--- src/rtl/instruction_fetch_ctrl.sv ---
// Instruction fetch sequencer: PC, IF/ID register, stall/branch handling,
// and arbitration of the instruction memory port with the program loader.
module instruction_fetch_ctrl #(
  parameter logic [31:0] RESET_PC    = 32'h0000_0000,
  parameter int          DEPTH_WORDS = 1024
) (
  input  logic        clk,
  input  logic        reset,
  input  logic        load_en,
  input  logic        load_we,
  input  logic [31:0] load_addr,
  input  logic [31:0] load_data,
  input  logic        stall,
  input  logic        branch_taken,
  input  logic [31:0] branch_target,
  output logic [31:0] mem_addr,
  output logic        mem_we,
  output logic [31:0] mem_wdata,
  input  logic [31:0] mem_rdata,
  output logic        if_valid,
  output logic [31:0] if_instr,
  output logic [31:0] if_pc,
  output logic        fetch_fault,
  output logic [31:0] instr_count
);

  localparam logic [31:0] LIMIT = 32'(DEPTH_WORDS * 4);

  typedef enum logic [1:0] {
    BOOT  = 2'd0,
    LOAD  = 2'd1,
    RUN   = 2'd2,
    FAULT = 2'd3
  } state_t;

  state_t      state_q, state_d;
  logic [31:0] pc_q, pc_d;
  logic        valid_q, valid_d;
  logic [31:0] instr_q, instr_d;
  logic [31:0] ifpc_q, ifpc_d;
  logic        fault_q, fault_d;
  logic [31:0] cnt_q, cnt_d;

  logic load_ok;
  logic pc_bad;

  assign load_ok = (load_addr[1:0] == 2'b00) && (load_addr < LIMIT);
  assign pc_bad  = (pc_q[1:0] != 2'b00) || (pc_q >= LIMIT);

  always_comb begin
    state_d  = state_q;
    pc_d     = pc_q;
    valid_d  = valid_q;
    instr_d  = instr_q;
    ifpc_d   = ifpc_q;
    fault_d  = fault_q;
    cnt_d    = cnt_q;
    mem_addr = pc_q;
    mem_we   = 1'b0;
    unique case (state_q)
      BOOT: begin
        valid_d = 1'b0;
        if (load_en) begin
          state_d = LOAD;
          cnt_d   = '0;
        end else begin
          state_d = RUN;
        end
      end
      LOAD: begin
        mem_addr = load_addr;
        // A reset in this cycle must not commit a half-finished load.
        mem_we   = load_we & load_ok & ~reset;
        valid_d  = 1'b0;
        cnt_d    = '0;
        if (!load_en) begin
          state_d = RUN;
          pc_d    = RESET_PC;
        end
      end
      RUN: begin
        if (load_en) begin
          state_d = LOAD;
          valid_d = 1'b0;
          cnt_d   = '0;
        end else if (branch_taken) begin
          pc_d    = branch_target;
          valid_d = 1'b0;
          instr_d = '0;
        end else if (pc_bad) begin
          state_d = FAULT;
          fault_d = 1'b1;
          valid_d = 1'b0;
        end else if (!stall) begin
          instr_d = mem_rdata;
          ifpc_d  = pc_q;
          valid_d = 1'b1;
          pc_d    = pc_q + 32'd4;
          if (cnt_q != 32'hFFFF_FFFF) cnt_d = cnt_q + 32'd1;
        end
      end
      FAULT: begin
        valid_d = 1'b0;
        fault_d = 1'b1;
      end
      default: state_d = BOOT;
    endcase
  end

  always_ff @(posedge clk) begin
    if (reset) begin
      state_q <= BOOT;
      pc_q    <= RESET_PC;
      valid_q <= 1'b0;
      instr_q <= '0;
      ifpc_q  <= '0;
      fault_q <= 1'b0;
      cnt_q   <= '0;
    end else begin
      state_q <= state_d;
      pc_q    <= pc_d;
      valid_q <= valid_d;
      instr_q <= instr_d;
      ifpc_q  <= ifpc_d;
      fault_q <= fault_d;
      cnt_q   <= cnt_d;
    end
  end

  assign mem_wdata   = load_data;
  assign if_valid    = valid_q;
  assign if_instr    = instr_q;
  assign if_pc       = ifpc_q;
  assign fetch_fault = fault_q;
  assign instr_count = cnt_q;

endmodule

--- config.mk ---
export PLATFORM = sky130hd
export DESIGN_NAME = instruction_fetch_ctrl
export DESIGN_NICKNAME = d
export VERILOG_FILES = /design/src/rtl/instruction_fetch_ctrl.sv
export SDC_FILE = /design/constraint.sdc
export NUM_CORES = 1
export LEC_CHECK = 0
export CAP_MARGIN = 20
export CELL_PAD_IN_SITES_DETAIL_PLACEMENT = 1
export CELL_PAD_IN_SITES_GLOBAL_PLACEMENT = 1
export CORE_ASPECT_RATIO = 0.6
export CORE_MARGIN = 2
export CORE_UTILIZATION = 27
export DETAILED_ROUTE_END_ITERATION = 10
export PLACE_DENSITY = 0.89
export SKIP_LAST_GASP = 1
export SLEW_MARGIN = 20
export SYNTH_ARGS = -nofsm -noshare
export SYNTH_HDL_FRONTEND = slang
export SYNTH_SLANG_ARGS = --single-unit
--- constraint.sdc ---
create_clock -name clk -period 2.2 [get_ports clk]
set_input_delay 0.33 -clock clk [delete_from_list [all_inputs] [get_ports clk]]
set_output_delay 0.33 -clock clk [all_outputs]
set_load 0.01 [all_outputs]
==> summary.md, run 1 <==
| Metric | Value |
|---|---|
| Total grt overflow | `0` |
| Synth async-reset ratio | `0` |
| Final period utilization | `1.09` |
| Comb pwr share | `0.437` |
| Critical path cell sequence | `inv_2 -> ha_4 -> a21oi_1 -> o21bai_1 -> or3_4 -> buf_12 -> or4_4 -> a21oi_2` |
| Setup TNS | `-3030 ps` |
| Worst Tran Pin Value | `500 ps` |
| Initial Util | `0.276` |
| VDD IR-drop max | `559 uV` |
| Seq/Total Area, Yosys | `0.412` |
| Syn_nets | `900` |
| GR Util All Layers | `0.246` |
| Failing checks | `setup timing` |
| Hold Path Class | `flop to flop` |
| Switching share of power | `0.347` |
| Crit Path Class | `flop to flop` |
| Synth area leader | `dfxtp_1` |
| Die extent in x | `203 um` |
| Multiplexer share of the synthesized area | `0.0575` |
| Post-synth EDFFs | `0` |
| RSZ-0062 raised after global routing | `yes` |
| FMAX | `419 MHz` |
| Syn Area/Cell | `8.47 sq um` |
| Initial drt markers | `517` |
| Antenna violations before repair | `1` |
| Final HPWL DP | `21100 um` |
| Yosys warning count | `0` |
| Rel. slew slack | `0.663` |
| CP endpoint kind | `flop` |
| Met2 wire len | `15000 um` |
| CP max-delay cell | `or4_4` |
| GP Congestion | `0.851` |
| Worst path bufs/invs | `2` |
| Max cap viols | `0` |
| Setup Viol. Count Final | `44` |
| FF/Latch Area | `2650 sq um` |
| Startpoint Class | `flop` |
| Hold_ws | `453 ps` |
| Crit-path leading delay family | `simple AND/OR/NAND/NOR gates` |
| Cell variety after synth | `55` |
| Wl on met1 | `14100 um` |
| Fin. max-slew vios | `0` |
| Cell Pwr Density | `906 nW/um^2` |
| Ranking of synthesized cells by area | `dfxtp_1 (41%), mux2_2 (5.4%), nand2_1 (4.3%)` |
| Critical Path RT | `2550 ps` |
| Switching pwr | `0.00355 W` |
| Routed vias | `7764` |
| Largest family of logic cells by synthesized area | `simple AND/OR/NAND/NOR gates` |
| Simple-gate share of the synthesized area | `0.241` |
| Syn-to-layout area delta | `75.9%` |
| Hold Vio Cnt, Final | `0` |
| Compound-Gate Fraction of Synth Area | `0.188` |
| Die Span Y | `123 um` |
| Sequential Power Share | `0.253` |
| Routed WL per cell | `22.9 um` |
| TritonCTS sink count | `132` |
| Largest net degree at the start of global routing | `40` |
| Final Core Density | `0.486` |
| Min Tclk post-route | `2390 ps` |
| Port Buffer Count | `232` |
| WL met3 | `2970 um` |
| Die area | `25100 sq um` |
| Gate Count Post-Synth | `758` |
| Internal power | `0.00668 W` |
| Routed Antenna Nets | `0` |
| Row Count | `43` |
| Status | `finished, violations left` |
| Routed WL | `32900 um` |
| Post-synthesis cell area | `6420 sq um` |
| Synth cell count leaders | `dfxtp_1 (132), nand2_1 (74), nor2_1 (74)` |
| Place WS | `-369 ps` |
| Worst Path Arrival | `2740 ps` |
| Multi-input gate area | `3770 sq um` |
| CP peak stage delay | `480 ps` |
| Post-synth top area share | `0.412` |
| CTS max path bufs | `2` |
| Core Region | `23200 sq um` |
| Worst-path clk slew | `60 ps` |
| CTS Buf Count | `17` |
| Fin nets | `1249` |
| Xor/xnor share of the synthesized area | `0.0109` |
| Number of synthesized register bits | `132` |
| Layout cells sized above 1 | `0.301` |
| Count leader, synth | `dfxtp_1` |
| Clock Latency Late Sink | `440 ps` |
| Clock Power Share | `0.310` |
| Leak | `4.39 nW` |
| Final worst slack | `-189 ps` |
| Detail-routed via count per cell | `5.41` |
| Crit Path Max Fanout | `7` |
| Clk_skew | `17.2 ps` |
| DRT Pass-1 Iters | `5` |
| H-tree Lvls | `4` |
| Fill count | `2625` |
| Synth Area in Adders | `0.0156` |
| Vias in the first global route | `8010` |
| Max layer used | `met4` |
| I/O pin count | `297` |
| Cts hold-fix bufs | `0` |
| TritonCTS clock tree | `yes` |
| Wire length of the first global-routing pass | `46600 um` |
| Residual DRC | `0` |
| CTS root buf | `clkbuf_16` |
| Top_reg_cell synth | `dfxtp_1` |
==> cells by family after synthesis <==
group,Yosys count
AND/OR/NAND/NOR,302
AO/OA/AOI/OAI,183
flip-flops,132
buffers and inverters,92
multiplexers,33
XOR/XNOR,8
adder cells (fa/ha/maj),8
==> stage by stage <==
| step | total power, W | instance area, sq um | instances |
|---|---|---|---|
| global route | 0.0105 | 11300 | 1433 |
| detailed placement | 0.00565 | 9840 | 1366 |
| CTS | 0.00952 | 10900 | 1422 |
| global placement | 0.00553 | 9840 | 1366 |
| floorplan | 0.00409 | 6460 | 758 |
| finish | 0.0102 | 11300 | 1434 |
==> layer usage <==
| metal | vias to the layer above | track usage |
|---|---|---|
| met3 | 65 | 0.0841 |
| li1 | 3460 | - |
| met4 | 0 | 0.0871 |
| met5 | - | 0 |
| met2 | 359 | 0.398 |
| met1 | 3880 | 0.307 |
==> worst paths after layout <==
| check | cells past startpoint | end | slack [ps] | from |
|---|---|---|---|---|
| setup / recovery | 8 | instr_count[5]$_SDFFE_PP0P_ | -190 | state_q[0]$_SDFFE_PP0P_ |
| hold / removal | 2 | if_instr[17]$_SDFFE_PP0P_ | 450 | if_instr[17]$_SDFFE_PP0P_ |
| setup reg to reg | 8 | instr_count[5]$_SDFFE_PP0P_ | -190 | state_q[0]$_SDFFE_PP0P_ |
| hold reg to reg | 2 | if_instr[17]$_SDFFE_PP0P_ | 450 | if_instr[17]$_SDFFE_PP0P_ |
==> final cells by class <==
type                       count  area share
clock inverter                 8      0.0131
antenna                        1    0.000222
tap                          315      0.0349
multi-input combinational    535       0.334
clock buffer                  22      0.0438
timing repair buffer         405       0.333
inverter                      16     0.00554
sequential                   132       0.235
==> cell usage in the layout, fill, tap and decap left out, types with 24 or more instances in the layout <==
master	n
a21oi_1	42
nand3_1	27
nor2_1	69
o21ai_0	28
nand2_1	71
a22oi_1	28
buf_6	24
dfxtp_1	127
clkdlybuf4s50_1	198
buf_4	144
and3_1	29
==> tightest hold or removal path: cells and delay by family (launching register included) <==
family          cells  cell delay (ps)
simple gates        1               50
compound gates      1               50
flops               1              300
==> power by group through the flow <==
stage / clock, W / combinational, W / sequential (W)
floorplan: 0 / 0.00146 / 0.00264
global placement: 0 / 0.00292 / 0.00261
detailed placement: 0 / 0.00303 / 0.00261
CTS: 0.00320 / 0.00374 / 0.00258
global route: 0.00331 / 0.00463 / 0.00260
finish: 0.00317 / 0.00447 / 0.00259
==> what timing repair did <==
action | 4_1_cts | 5_1_grt
gates cloned | 8 | 1
gates resized for setup | 157 | 93
setup endpoints to repair | 62 | 99
setup buffers | 18 | 17
pin swaps | 17 | 28
==> registers in the layout, summed over array words and instances, names as in the netlist <==
name         cells
if_valid         1
if_instr        32
state_q          2
if_pc           32
pc_q            32
fetch_fault      1
instr_count     32
Power figures use the tool's default switching activity.
==> run 2: changes to the inputs <==
CORE_MARGIN = unset   (was 2)
==> summary.md, run 2 (synthesized netlist as in run 1, its figures left out) <==
| Metric | Value |
|---|---|
| Status | `finished, violations left` |
| Failing checks | `setup timing` |
| Crit Path Max Fanout | `6` |
| Min Tclk post-route | `2540 ps` |
| Reg2Reg Depth | `9` |
| Routed Antenna Nets | `0` |
| Worst-path clk slew | `60 ps` |
| CP endpoint kind | `flop` |
| Hold Path Depth | `3` |
| Detail-routed via count per cell | `5.52` |
| H-tree Lvls | `4` |
| Hold EP | `instr_count[1]$_SDFFE_PP0P_` |
| Die area | `24400 sq um` |
| CTS max path bufs | `2` |
| Routed WL per cell | `24.0 um` |
| Hold Vio Cnt, Final | `0` |
| Worst Path Arrival | `2860 ps` |
| Routed WL | `34600 um` |
| DRT Pass-1 Iters | `5` |
| Wire length of the first global-routing pass | `49200 um` |
| Final Core Density | `0.489` |
| Design Area, Final | `11300 sq um` |
| Fin nets | `1257` |
| Setup Viol. Count Final | `59` |
| Largest net degree at the start of global routing | `59` |
| Worst r2r src | `pc_q[25]$_SDFFE_PP0P_` |
| Startpoint Class | `flop` |
| Place WS | `-338 ps` |
| Layout cells sized above 1 | `0.316` |
| FMAX | `394 MHz` |
| GR Util All Layers | `0.266` |
| Antenna violations before repair | `1` |
| VDD IR-drop max | `601 uV` |
| Total power | `0.0101 W` |
| TritonCTS sink count | `132` |
| Leak | `4.44 nW` |
| Setup TNS | `-5350 ps` |
| Initial drt markers | `556` |
| Residual DRC | `0` |
| Critical Path RT | `2520 ps` |
| Die Span Y | `121 um` |
| Rel. slew slack | `0.527` |
| Fin. max-slew vios | `0` |
| Hold Path Class | `primary input to flop` |
| Hold_sp | `reset` |
| Worst Tran Pin Value | `709 ps` |
| Clk_skew | `11.8 ps` |
| Row Count | `43` |
| Core Region | `23200 sq um` |
| Commonest non-fill, non-tap cell in the layout | `clkdlybuf4s50_1` |
| Final worst slack | `-340 ps` |
| Clock Latency Late Sink | `450 ps` |
| Placed cell areas | `9850 sq um` |
| Total grt overflow | `0` |
| Cell Pwr Density | `893 nW/um^2` |
| GP Congestion | `0.855` |
| Port Buffer Count | `232` |
| TritonCTS clock tree | `yes` |
| Crit Path Class | `flop to flop` |
| Routed vias | `7968` |
| Initial Util | `0.277` |
| RSZ-0062 raised after global routing | `yes` |
| Vias in the first global route | `8267` |
| Syn-to-layout area delta | `76.7%` |
| CTS root buf | `clkbuf_16` |
| Reg2Reg Setup Slack | `-340 ps` |
| CTS Buf Count | `17` |
| Worst r2r dst | `instr_count[7]$_SDFFE_PP0P_` |
| Max cap viols | `0` |
| Final period utilization | `1.15` |
| Most frequent cells in the layout | `clkdlybuf4s50_1 (198), buf_4 (150), dfxtp_1 (119)` |
| I/O pin count | `297` |
| Die extent in x | `201 um` |
| Final HPWL DP | `20700 um` |
==> run 2: final cells by class <==
class | count | area (sq um)
clock buffers | 21 | 470
inverters | 16 | 67.6
fillers | 2602 | 11800
clock inverters | 10 | 106
diodes | 1 | 2.50
flip-flops and latches | 132 | 2660
well taps | 315 | 394
repair buffers | 413 | 3870
multi-input cells | 535 | 3770
==> run 2: per-layer routing <==
| metal | vias up | wire length, um | global-route usage |
|---|---|---|---|
| li1 | 3477 | - | - |
| met1 | 3942 | 14400 | 0.326 |
| met2 | 450 | 15900 | 0.428 |
| met3 | 99 | 3170 | 0.0811 |
| met4 | 0 | 1210 | 0.123 |
| met5 | - | 0 | 0 |
==> run 2: what timing repair did <==
item,4_1_cts,5_1_grt
buffers inserted,27,12
resized for setup,164,106
setup endpoints to repair,53,151
gates cloned,5,2
pin swaps,40,22
hold buffers,0,0
==> run 2: worst max-delay path by stage <==
stage | endpoint | depth (start not counted) | slack (ps) | startpoint
floorplan | instr_count[13]$_SDFFE_PP0P_ | 8 | 0.4 | pc_q[30]$_SDFFE_PP0P_
global placement | instr_count[29]$_SDFFE_PP0P_ | 8 | -260 | load_en
detailed placement | instr_count[31]$_SDFFE_PP0P_ | 9 | -340 | load_en
CTS | mem_we | 8 | -180 | state_q[1]$_SDFFE_PP0P_
global route | instr_count[7]$_SDFFE_PP0P_ | 9 | -420 | pc_q[25]$_SDFFE_PP0P_
finish | instr_count[7]$_SDFFE_PP0P_ | 9 | -340 | pc_q[25]$_SDFFE_PP0P_
==> run 2: worst max-delay path, stage by stage (launching register included) <==
cell     delay [ps]
dfxtp_1         350
nor4_4          340
nand4_2         180
o21a_1          230
or3_4           360
buf_12          150
buf_6           130
buf_4           140
o31ai_1         410
a21oi_2         120
==> run 2: report_power, final <==
group	internal [W]	switching [W]
clock	0.00174	0.00118
sequential	0.00249	0.000103
combinational	0.00225	0.00236
==> run 2: through the flow <==
stage,std cells,hold slack [ps]
floorplan,758,460
global placement,1367,437
detailed placement,1367,449
CTS,1430,359
global route,1443,385
finish,1443,374
==> run 3: changes to the inputs <==
CORE_UTILIZATION = 32   (was 27)
PLACE_DENSITY = 0.95   (was 0.89)
clock period = 3.07 ns   (was 2.2 ns; I/O delays follow)
==> summary.md, run 3 (synthesized netlist as in run 1, its figures left out) <==
| Metric | Value |
|---|---|
| Wire length of the first global-routing pass | `40500 um` |
| Worst Path Arrival | `2400 ps` |
| Leak | `3.42 nW` |
| Final HPWL DP | `18300 um` |
| Critical Path RT | `2610 ps` |
| Multi-input gate area | `3330 sq um` |
| Setup Viol. Count Final | `0` |
| Status | `complete, no violations` |
| DRT Pass-1 Iters | `5` |
| Placed cell areas | `8940 sq um` |
| Hold Vio Cnt, Final | `0` |
| Residual DRC | `0` |
| Vias in the first global route | `7249` |
| Reg2Reg Setup Slack | `230 ps` |
| Die Span Y | `112 um` |
| Final worst slack | `211 ps` |
| Cell Pwr Density | `630 nW/um^2` |
| Final cell count without fillers | `1243` |
| VDD IR-drop max | `444 uV` |
| Routed WL per cell | `20.8 um` |
| Port Buffer Count | `232` |
| Routed vias | `6910` |
| I/O pin count | `297` |
| Commonest non-fill, non-tap cell in the layout | `clkdlybuf4s50_1` |
| TritonCTS clock tree | `yes` |
| Crit Path Max Fanout | `18` |
| Max cap viols | `0` |
| FF/Latch Area | `2640 sq um` |
| Post-CTS setup buffers | `0` |
| Rel. slew slack | `0.394` |
| Die extent in x | `185 um` |
| Placed Cells incl. Taps | `1212` |
| Hold_ws | `460 ps` |
| Design Area, Final | `9590 sq um` |
| Row Count | `39` |
| Fill count | `2250` |
| Final period utilization | `0.931` |
| CTS root buf | `clkbuf_16` |
| Min Tclk post-route | `2860 ps` |
| Fin nets | `1107` |
| CTS max path bufs | `2` |
| Cts hold-fix bufs | `0` |
| Worst-path clk slew | `60 ps` |
| Total grt overflow | `0` |
| Crit Path Class | `flop to output pin` |
| Routed WL | `25800 um` |
| CP endpoint kind | `output pin` |
| Place WS | `151 ps` |
| Fin. max-slew vios | `0` |
| Syn-to-layout area delta | `49.4%` |
| Die area | `20600 sq um` |
| Detail-routed via count per cell | `5.56` |
| GP Congestion | `0.833` |
| TritonCTS sink count | `132` |
| Worst Tran Pin Value | `905 ps` |
| Clock Latency Late Sink | `430 ps` |
| H-tree Lvls | `4` |
| Antenna Cells | `0` |
| Post-CTS sizing | `0` |
| Clk_skew | `14.8 ps` |
| Startpoint Class | `flop` |
| Hold Path Class | `flop to flop` |
| GR Util All Layers | `0.252` |
| Initial drt markers | `428` |
| Largest net degree at the start of global routing | `69` |
| FMAX | `350 MHz` |
| Layout cells sized above 1 | `0.112` |
| Setup TNS | `0 ps` |
| RSZ-0062 raised after global routing | `no` |
| CTS Buf Count | `17` |
| Most frequent cells in the layout | `clkdlybuf4s50_1 (231), dfxtp_1 (132), nand2_1 (74), nor2_1 (74), a21oi_1 (50)` |
| Initial Util | `0.332` |
| Routed Antenna Nets | `0` |
| Core Region | `19300 sq um` |
| Antenna violations before repair | `1` |
## run 3: cell count changes in the layout (fill, tap and decap cells not counted), sizes merged
cell           delta
clkinvlp          -1
clkbuf            -4
buf             -176
clkdlybuf4s50    +33
a211o             -1
dlygate4sd2       -3
inv               +2
bufinv            +2
diode             -1
clkinv            -2
## run 3: routing by layer
metal	share of wire	track usage	up-vias
li1	-	-	3159
met1	0.44	0.329	3421
met2	0.45	0.396	291
met3	0.089	0.0815	37
met4	0.016	0.0727	2
met5	0.00050	0	-
## run 3: final cells by class
cell class / count / share of cell area
clock inverters: 11 / 0.0181
inverters: 16 / 0.00626
flip-flops and latches: 132 / 0.276
well taps: 266 / 0.0347
multi-input cells: 534 / 0.347
repair buffers: 264 / 0.269
clock buffers: 20 / 0.0487
## run 3: report_power, final
group	internal, W	switching (W)	total, W
Combinational	0.000845	0.00106	0.00191
Clock	0.00143	0.000829	0.00226
Sequential	0.00178	0.0000971	0.00188
## run 3: through the flow
stage          power (W)  utilization
5_1_grt          0.00626        0.496
3_5_place_dp     0.00375        0.462
2_1_floorplan    0.00291            -
4_1_cts          0.00604        0.496
3_3_place_gp     0.00367        0.462
6_report         0.00604        0.496
## run 3: path summary, 6_finish.rpt
kind,from,endpoint,depth (start not counted)
max,state_q[1]$_SDFFE_PP0P_,mem_we,6
min,if_pc[11]$_SDFFE_PP0P_,if_pc[11]$_SDFFE_PP0P_,2
max reg2reg,state_q[0]$_SDFFE_PP0P_,instr_count[29]$_SDFFE_PP0P_,9
min reg2reg,if_pc[11]$_SDFFE_PP0P_,if_pc[11]$_SDFFE_PP0P_,2
## run 3: worst max-delay path, stage by stage (launching register included)
cell             delay, ps
dfxtp_1                370
inv_1                  160
ha_4                   300
nor4b_1                320
nand4_1                130
nor2_1                 140
clkdlybuf4s50_1        560
==> RTL change (config.mk and constraints of run 1) <==
Re-encode `state_t` (4 states) as one-hot, 4 bits wide.
--- a/src/rtl/instruction_fetch_ctrl.sv
+++ b/src/rtl/instruction_fetch_ctrl.sv
@@ -26,11 +26,11 @@
 
   localparam logic [31:0] LIMIT = 32'(DEPTH_WORDS * 4);
 
-  typedef enum logic [1:0] {
-    BOOT  = 2'd0,
-    LOAD  = 2'd1,
-    RUN   = 2'd2,
-    FAULT = 2'd3
+  typedef enum logic [3:0] {
+    BOOT  = 4'b0001,
+    LOAD  = 4'b0010,
+    RUN   = 4'b0100,
+    FAULT = 4'b1000
   } state_t;
 
   state_t      state_q, state_d;
Check against the original RTL: same outputs for any inputs over 4 cycles, from zero or initial values and one cycle with reset high; so few cycles prove little.
==> RTL change against run 1 <==
- the flow still finishes with violations (setup timing)
- sequential cell count up 2
- synthesized area up 3.7%
- routed wire length up 1.1%
- clock skew down 0.00089 ns
- count of clock-buffer cells in the layout down 5
- setup slack better by 0.034 ns
- die area up 3.6%
- design area down 0.31%
- sequential share of layout area up 0.58 points
Power is not compared: it rests on default switching activity, and its combinational part moved more than twofold at a synthesized area within 25%.
==> RTL change: results <==
<?xml version="1.0" encoding="UTF-8"?>
<metrics>
  <group name="detailed_routing">
    <metric name="detail_route.wirelength" unit="mm">33.2</metric>
    <metric name="metal2_wl" unit="mm">15.1</metric>
    <metric name="met3_length" unit="mm">3.48</metric>
    <metric name="route.detailed.vias_per_inst" unit="">5.47</metric>
    <metric name="wl_per_cell" unit="um">22.8</metric>
    <metric name="m1WireLength" unit="mm">13.7</metric>
  </group>
  <group name="finish">
    <metric name="postLayoutCellArea" unit="mm2">0.0113</metric>
    <metric name="n_clock_buffer" unit="">17</metric>
    <metric name="antennaDiodeCount" unit="">2</metric>
    <metric name="multi_input_gates" unit="">577</metric>
    <metric name="ff_latch_area" unit="mm2">0.00271</metric>
    <metric name="multi_input_gate_share_of_the_layout_cell_area" unit="">0.346</metric>
    <metric name="inverters" unit="">12</metric>
    <metric name="nFillCells" unit="">2762</metric>
    <metric name="design.final.nets" unit="">1258</metric>
  </group>
  <group name="critical_path">
    <metric name="cpMaxStageDelayCell" unit="">dfxtp_1</metric>
    <metric name="critical_path.reg2reg.endpoint" unit="">pc_q[29]</metric>
    <metric name="arrival" unit="ns">2.67</metric>
    <metric name="rr_worst_depth" unit="">7</metric>
    <metric name="critPathMaxStageDelay" unit="ns">0.40</metric>
  </group>
  <group name="timing">
    <metric name="whs" unit="ns">0.456</metric>
    <metric name="slew_headroom" unit="">0.623</metric>
    <metric name="final-setup-viol-count" unit="">35</metric>
    <metric name="final_critical_path_setup_slack" unit="ns">-0.156</metric>
  </group>
  <group name="min_path">
    <metric name="worstHoldEndpoint" unit="">if_pc[11]</metric>
  </group>
  <group name="logic_synthesis">
    <metric name="number_of_different_library_cells_in_the_post_synthesis_netlist" unit="">60</metric>
    <metric name="synth-compound-area-share" unit="">0.181</metric>
    <metric name="synth-seq-area-share" unit="">0.403</metric>
    <metric name="synth.net_count" unit="">946</metric>
    <metric name="synthXorXnorAreaFrac" unit="">0.00921</metric>
    <metric name="syn_inst" unit="">809</metric>
  </group>
  <group name="global_route">
    <metric name="antenna_violations_before_repair" unit="">3</metric>
    <metric name="grtUsageMet3" unit="">0.0787</metric>
    <metric name="grt_pass1_vias" unit="">8281</metric>
    <metric name="first_pass_grt_wire_length" unit="mm">48.6</metric>
    <metric name="grt_max_degree" unit="">58</metric>
    <metric name="global_route.usage.met1" unit="">0.314</metric>
  </group>
  <group name="outcome">
    <metric name="outcome" unit="">finished, violations left</metric>
    <metric name="violations" unit="">setup timing</metric>
  </group>
  <group name="floorplan">
    <metric name="placement_rows" unit="">44</metric>
  </group>
  <group name="placed_design">
    <metric name="place_ws" unit="ns">-0.432</metric>
    <metric name="placed_area" unit="mm2">0.00982</metric>
    <metric name="globalplace.congestion" unit="">0.894</metric>
  </group>
  <group name="clock_network">
    <metric name="cts_resized" unit="">234</metric>
    <metric name="cts_post_setup_buffers_inserted" unit="">12</metric>
  </group>
</metrics>
-- RTL change: cell count changes after synthesis, moves of 6 or more --
cell	change
nor2_1	-37
nand3b_1	+27
nand3_1	+13
a22o_1	-10
nand4_1	-9
o21ai_0	+8
or3_1	-6
nand2_1	+25
clkbuf_1	+9
nor4_1	+6
a21oi_1	+47
or4_1	+7
a22oi_1	-22
-- RTL change: worst max path at each step --
stage / startpoint / end / slack (ns) / depth (start not counted)
after CTS: state_q[3] / mem_addr[19] / -0.12 / 6
after detailed placement: load_en / instr_count[25] / -0.43 / 7
after global routing: pc_q[13] / pc_q[29] / -0.18 / 7
after global placement: load_en / instr_count[21] / -0.30 / 7
final: pc_q[13] / pc_q[29] / -0.16 / 7
after floorplan: state_q[0] / mem_addr[10] / -0.08 / 5
-- RTL change: worst reg2reg max path, cell delays in order (launching register included) --
cell	delay (ns)
dfxtp_1	0.40
buf_4	0.19
and3_1	0.20
nand4_1	0.29
nor3_2	0.36
nand4_1	0.19
o31a_1	0.32
o21ai_0	0.30
